===== src/rtl/cpu_sequencer.sv =====
// rtl/cpu_sequencer.sv - handshaked multi-cycle phase sequencer and PC owner for the RV32I core
//
// Purpose: walks each instruction through FETCH, DECODE, READ, EXEC, MEM, WB
// and PCUPD. It stalls on imem_ready/dmem_ready, stops on traps or halt
// requests, and counts retired instructions.
//
// Ports:
//   CLK100MHZ, rst     clock and synchronous active-high reset
//   start              leave IDLE; clears halted/trap_cause/pending halt
//   halt_req           stop at the next instruction boundary
//   imem_ready         instruction word valid (sampled in FETCH only)
//   dmem_ready         load/store done (sampled in MEM only)
//   is_load, is_store  decoded memory-op flags
//   rd_en, rd          decoded destination write enable and index
//   illegal, is_ebreak decoded trap flags
//   taken_branch       branch/jump taken
//   target             branch/jump target
//   state              current phase (0 IDLE .. 7 PCUPD)
//   pc                 address of the instruction in flight
//   fetch_req          high throughout FETCH
//   mem_req            high throughout MEM for loads/stores
//   rf_we              register-file write strobe in WB (never for x0)
//   retire             one-cycle pulse in PCUPD on successful completion
//   halted, trap_cause stop flag and reason (0 halt, 1 illegal, 2 misaligned, 3 ebreak)
//   instret            retired-instruction counter (wraps)

module cpu_sequencer #(
  parameter logic [31:0] RESET_PC  = 32'h0000_0000,
  parameter int          INSTRET_W = 32
) (
  input  logic                 CLK100MHZ,
  input  logic                 rst,
  input  logic                 start,
  input  logic                 halt_req,
  input  logic                 imem_ready,
  input  logic                 dmem_ready,
  input  logic                 is_load,
  input  logic                 is_store,
  input  logic                 rd_en,
  input  logic [4:0]           rd,
  input  logic                 illegal,
  input  logic                 is_ebreak,
  input  logic                 taken_branch,
  input  logic [31:0]          target,
  output logic [2:0]           state,
  output logic [31:0]          pc,
  output logic                 fetch_req,
  output logic                 mem_req,
  output logic                 rf_we,
  output logic                 retire,
  output logic                 halted,
  output logic [1:0]           trap_cause,
  output logic [INSTRET_W-1:0] instret
);

  typedef enum logic [2:0] {
    S_IDLE   = 3'd0,
    S_FETCH  = 3'd1,
    S_DECODE = 3'd2,
    S_READ   = 3'd3,
    S_EXEC   = 3'd4,
    S_MEM    = 3'd5,
    S_WB     = 3'd6,
    S_PCUPD  = 3'd7
  } state_e;

  state_e                 state_q, state_d;
  logic [31:0]            pc_q, pc_d;
  logic                   halted_q, halted_d;
  logic [1:0]             trap_q, trap_d;
  logic [INSTRET_W-1:0]   instret_q, instret_d;
  logic                   pend_q, pend_d;
  // Misaligned-target flag captured in WB. The branch unit output is stable
  // from EXEC on, so latching it one phase early lets retire be a pure decode
  // of registered state instead of a path from the branch unit inputs.
  logic                   misal_q, misal_d;

  always_comb begin
    state_d   = state_q;
    pc_d      = pc_q;
    halted_d  = halted_q;
    trap_d    = trap_q;
    instret_d = instret_q;
    pend_d    = pend_q;
    misal_d   = misal_q;

    if (state_q != S_IDLE && halt_req) begin
      pend_d = 1'b1;
    end

    case (state_q)
      S_IDLE: begin
        if (start) begin
          state_d  = S_FETCH;
          halted_d = 1'b0;
          trap_d   = 2'd0;
          pend_d   = 1'b0;
        end
      end
      S_FETCH: begin
        if (imem_ready) state_d = S_DECODE;
      end
      S_DECODE: begin
        if (illegal) begin
          state_d  = S_IDLE;
          halted_d = 1'b1;
          trap_d   = 2'd1;
          pend_d   = 1'b0;
        end else begin
          state_d = S_READ;
        end
      end
      S_READ: state_d = S_EXEC;
      S_EXEC: state_d = S_MEM;
      S_MEM: begin
        // Non-memory ops pass through MEM in one cycle.
        if (!(is_load || is_store) || dmem_ready) state_d = S_WB;
      end
      S_WB: begin
        misal_d = taken_branch && (target[1:0] != 2'b00);
        state_d = S_PCUPD;
      end
      S_PCUPD: begin
        if (misal_q) begin
          state_d  = S_IDLE;
          halted_d = 1'b1;
          trap_d   = 2'd2;
          pend_d   = 1'b0;
        end else if (is_ebreak) begin
          instret_d = instret_q + INSTRET_W'(1);
          state_d   = S_IDLE;
          halted_d  = 1'b1;
          trap_d    = 2'd3;
          pend_d    = 1'b0;
        end else begin
          pc_d      = taken_branch ? target : pc_q + 32'd4;
          instret_d = instret_q + INSTRET_W'(1);
          if (pend_q || halt_req) begin
            state_d  = S_IDLE;
            halted_d = 1'b1;
            trap_d   = 2'd0;
            pend_d   = 1'b0;
          end else begin
            state_d = S_FETCH;
          end
        end
      end
      default: state_d = S_IDLE;
    endcase
  end

  always_ff @(posedge CLK100MHZ) begin
    if (rst) begin
      state_q   <= S_IDLE;
      pc_q      <= RESET_PC;
      halted_q  <= 1'b0;
      trap_q    <= 2'd0;
      instret_q <= '0;
      pend_q    <= 1'b0;
      misal_q   <= 1'b0;
    end else begin
      state_q   <= state_d;
      pc_q      <= pc_d;
      halted_q  <= halted_d;
      trap_q    <= trap_d;
      instret_q <= instret_d;
      pend_q    <= pend_d;
      misal_q   <= misal_d;
    end
  end

  assign state      = state_q;
  assign pc         = pc_q;
  assign halted     = halted_q;
  assign trap_cause = trap_q;
  assign instret    = instret_q;
  assign fetch_req  = (state_q == S_FETCH);
  assign mem_req    = (state_q == S_MEM) && (is_load || is_store);
  assign rf_we      = (state_q == S_WB) && rd_en && (rd != 5'd0);
  assign retire     = (state_q == S_PCUPD) && !misal_q;

endmodule


===== config.mk =====
export PLATFORM = sky130hd
export DESIGN_NAME = cpu_sequencer
export DESIGN_NICKNAME = d
export VERILOG_FILES = /design/src/rtl/cpu_sequencer.sv
export SDC_FILE = /design/constraint.sdc
export NUM_CORES = 1
export LEC_CHECK = 0
export CAP_MARGIN = 25
export CELL_PAD_IN_SITES_DETAIL_PLACEMENT = 0
export CELL_PAD_IN_SITES_GLOBAL_PLACEMENT = 1
export CORE_MARGIN = 3
export CORE_UTILIZATION = 31
export CTS_CLUSTER_SIZE = 20
export DETAILED_ROUTE_END_ITERATION = 8
export GPL_TIMING_DRIVEN = 0
export PLACE_DENSITY_LB_ADDON = 0.1
export SLEW_MARGIN = 20
export SYNTH_ARGS = -nofsm -noshare
export SYNTH_HDL_FRONTEND = slang
export SYNTH_SLANG_ARGS = --single-unit
export TNS_END_PERCENT = 30

===== constraint.sdc =====
create_clock -name CLK100MHZ -period 2.2 [get_ports CLK100MHZ]
set_clock_uncertainty 0.2 [all_clocks]
set_input_delay 0.22 -clock CLK100MHZ [delete_from_list [all_inputs] [get_ports CLK100MHZ]]
set_output_delay 0.22 -clock CLK100MHZ [all_outputs]
set_load 0.05 [all_outputs]

==> impl_metrics.yaml <==
detailed_routing:
  finalWirelength_um: 17060
  drc_errors: 0
  drt_first_pass_iters: 5
  via_count: 5009
  drt_first_iter_violations: 526
  vias_per_cell: 5.791
  ant_nets: 0
  routedWlPerCell_um: 19.72
timing:
  finalCritPeriodShare: 1.032
  drv_slew: 0
  finalSetupViolCount: 7
  slew_headroom: 0.4242
  worstMarginPinSlew_ns: 0.8558
  holdWs_ns: 0.2673
  period_minus_slack_ns: 2.271
  hold_violations: 0
  tns_ns: -0.2737
  timing.final.ws_setup_ns: -0.07065
  fmax_ghz: 0.4404
  rsz0062_at_grt: "true"
cts:
  cts_buffers: 9
  ctsLongestPathBuffers: 2
  clock_tree.root_cell: "clkbuf_16"
  clkLatencyLatePin_ns: 0.35
  cts_max_level: 3
  cts.clk_slew.worst_paths_ns: 0.06
  cts_tree: "yes"
  hold_buffers: 0
  cts_sinks: 72
finish:
  num-nets-final: 739
  utilization: 0.5045
  diodes: 0
  drive_above_1_share: 0.1962
  area_growth_pct: 55.99
yosys:
  synth_cell_type_count: 56
  synth_seq_cells: 72
  netlist.area_leader.share: 0.3475
  yosysTopAreaCell: "dfxtp_1"
  synth-edff-count: 0
  synthTopCellsByArea: "dfxtp_1 (35%), a21oi_1 (6.2%), nand2_1 (4.6%)"
  synth-seq-area-share: 0.3475
  syn_nets: 592
  syn_area_um2: 4148
  ys_async_sr_fraction: 0
  synth_most_common_cell: "dfxtp_1"
  yosysWarnings: 0
  syn_inst: 541
  ys.flop_type: "dfxtp_1"
  netlist_top_cells_count: "dfxtp_1 (72), a21oi_1 (51), nand2_1 (51), nor2_1 (37), clkbuf_1 (34)"
  syn-mean-instance-area_um2: 7.667
worst_setup_path:
  crit_fanout: 4
  r2r-end: "instret[23]"
  critPathRequiredTime_ns: 2.27
  r2r_slack_ns: -0.07
  ff2ff_path_depth: 5
  critical_path_class: "reg -> reg"
  crit_start: "misal_q"
  end_kind: "flip-flop"
  arrival_ns: 2.34
  endpoint: "instret[23]"
  r2r-start: "misal_q"
  startpoint_type: "flip-flop"
power:
  p_per_area_nw_per_um2: 498.2
  p_leak_nw: 2.066
  swShare: 0.2490
  finalPower_mw: 3.223
  seq_power_share: 0.403
  internal-power_mw: 2.421
  ir_drop_mv: 0.3223
  power_frac_clock: 0.498
  switching_power_mw: 0.8025
  combPwrFrac: 0.099
die:
  start_util: 0.3234
  die_x_um: 121.7
  pin_count: 123
  placementRows: 41
  die_h_um: 121.7
  dieArea_um2: 14800
  core_um2: 12820
global_routing:
  grt.total_usage: 0.2204
  gr-total-overflow: 0
  grt_max_degree: 13
  grt_pass1_wl_um: 25670
  antenna_found_initial: 0
  grt_pass1_vias: 4628
placement:
  preCtsSetupSlack_ns: -0.5363
  gp_congestion: 0.9157
  dp_hpwl_um: 11670
  io_buffers: 122
outcome:
  status: "finished with violations"
  violations: "setup timing"
flow_run:
  cap_violations: 0
hold_path:
  hp-class: "reg -> reg"
[area by class of cell]
cell class / count / area (µm²)
Buffer: 38 / 250.2
Clock buffer: 10 / 229.0
Clock inverter: 6 / 82.58
Fill cell: 1246 / 6355
Inverter: 18 / 67.56
Multi-Input combinational cell: 411 / 2708
Sequential cell: 72 / 1530
Tap cell: 172 / 215.2
Timing Repair Buffer: 138 / 1388
[worst min path at each step]
stage,from,endpoint,slack (ns),depth (start not counted)
6_report,halted,halted,0.27,2
5_1_grt,halted,halted,0.29,2
2_1_floorplan,target[0],pc[0],0.17,2
3_5_place_dp,trap_cause[0],trap_cause[0],0.26,2
3_3_place_gp,halted,halted,0.25,2
4_1_cts,trap_cause[0],trap_cause[0],0.27,2
[logic make-up (layout without fill, tap and decap cells)]
kind of cell             after synthesis  after routing  synth area share
AND/OR/NAND/NOR                      235            235            0.3050
buffers and inverters                 58            210           0.05550
multiplexers                           9              9           0.02232
adder cells (fa/ha/maj)                2              2          0.006032
AO/OA/AOI/OAI                        157            157            0.2468
XOR/XNOR                               8              8           0.01689
flip-flops                            72             72            0.3475
[per-stage QoR]
| step | instances | area, µm² |
|---|---|---|
| 2_1_floorplan | 541 | 4282 |
| 3_3_place_gp | 835 | 5718 |
| 3_5_place_dp | 835 | 5718 |
| 4_1_cts | 855 | 6178 |
| 5_1_grt | 865 | 6470 |
| 6_report | 865 | 6470 |
[worst max-delay path: stages, from the launching register on]
cell and delay (ns):
dfxtp_4 0.34, nand4b_1 0.23, or4_4 0.64, buf_6 0.16, or4_4 0.47, a21oi_2 0.15
[layout by cell type, fill, tap and decap left out, types with 4 or more instances in the layout]
cell	count
buf_4	14
o21ai_0	31
or3_1	11
a31o_2	6
a211oi_1	5
nor4_1	13
o31ai_2	6
mux2i_1	7
nand4_1	22
or4_4	8
or4_1	14
a32o_1	4
xnor2_1	6
nor2_1	35
nor3_1	19
clkbuf_2	7
nand2_1	49
nand3_1	19
clkbuf_1	18
clkdlybuf4s50_1	118
dfxtp_4	18
buf_6	4
and2_1	4
a31oi_1	8
o211ai_1	8
dfxtp_1	37
o31ai_1	8
and3_1	9
dfxtp_2	17
inv_1	18
and4_1	6
a21oi_1	48
clkbuf_16	11
[state kept, by name, summed over array words and instances, names as in the netlist]
register / count
instret: 32
pc: 32
state: 3
trap_cause: 2
halted: 1
misal_q: 1
pend_q: 1
[metal layers]
layer / wire (µm) / part of all wire / global-route usage
met3: 1265 / 0.074 / 0.03621
met4: 314 / 0.018 / 0.08683
met5: 0 / 0 / 0
met1: 7506 / 0.44 / 0.2984
met2: 7972 / 0.47 / 0.3509
[timing repair]
item	in CTS	in global routing
setup endpoints to repair	56	50
gates resized for setup	52	51
cloned	0	2
pin swaps	6	21
setup buffers	4	10
[power groups by stage]
stage	Clock, mW	Sequential [mW]	Combinational (mW)
2_1_floorplan	0	1.35	0.129
3_3_place_gp	0	1.33	0.311
3_5_place_dp	0	1.33	0.313
4_1_cts	1.61	1.30	0.315
5_1_grt	1.68	1.30	0.339
6_report	1.60	1.30	0.319
Power figures use the tool's default switching activity.
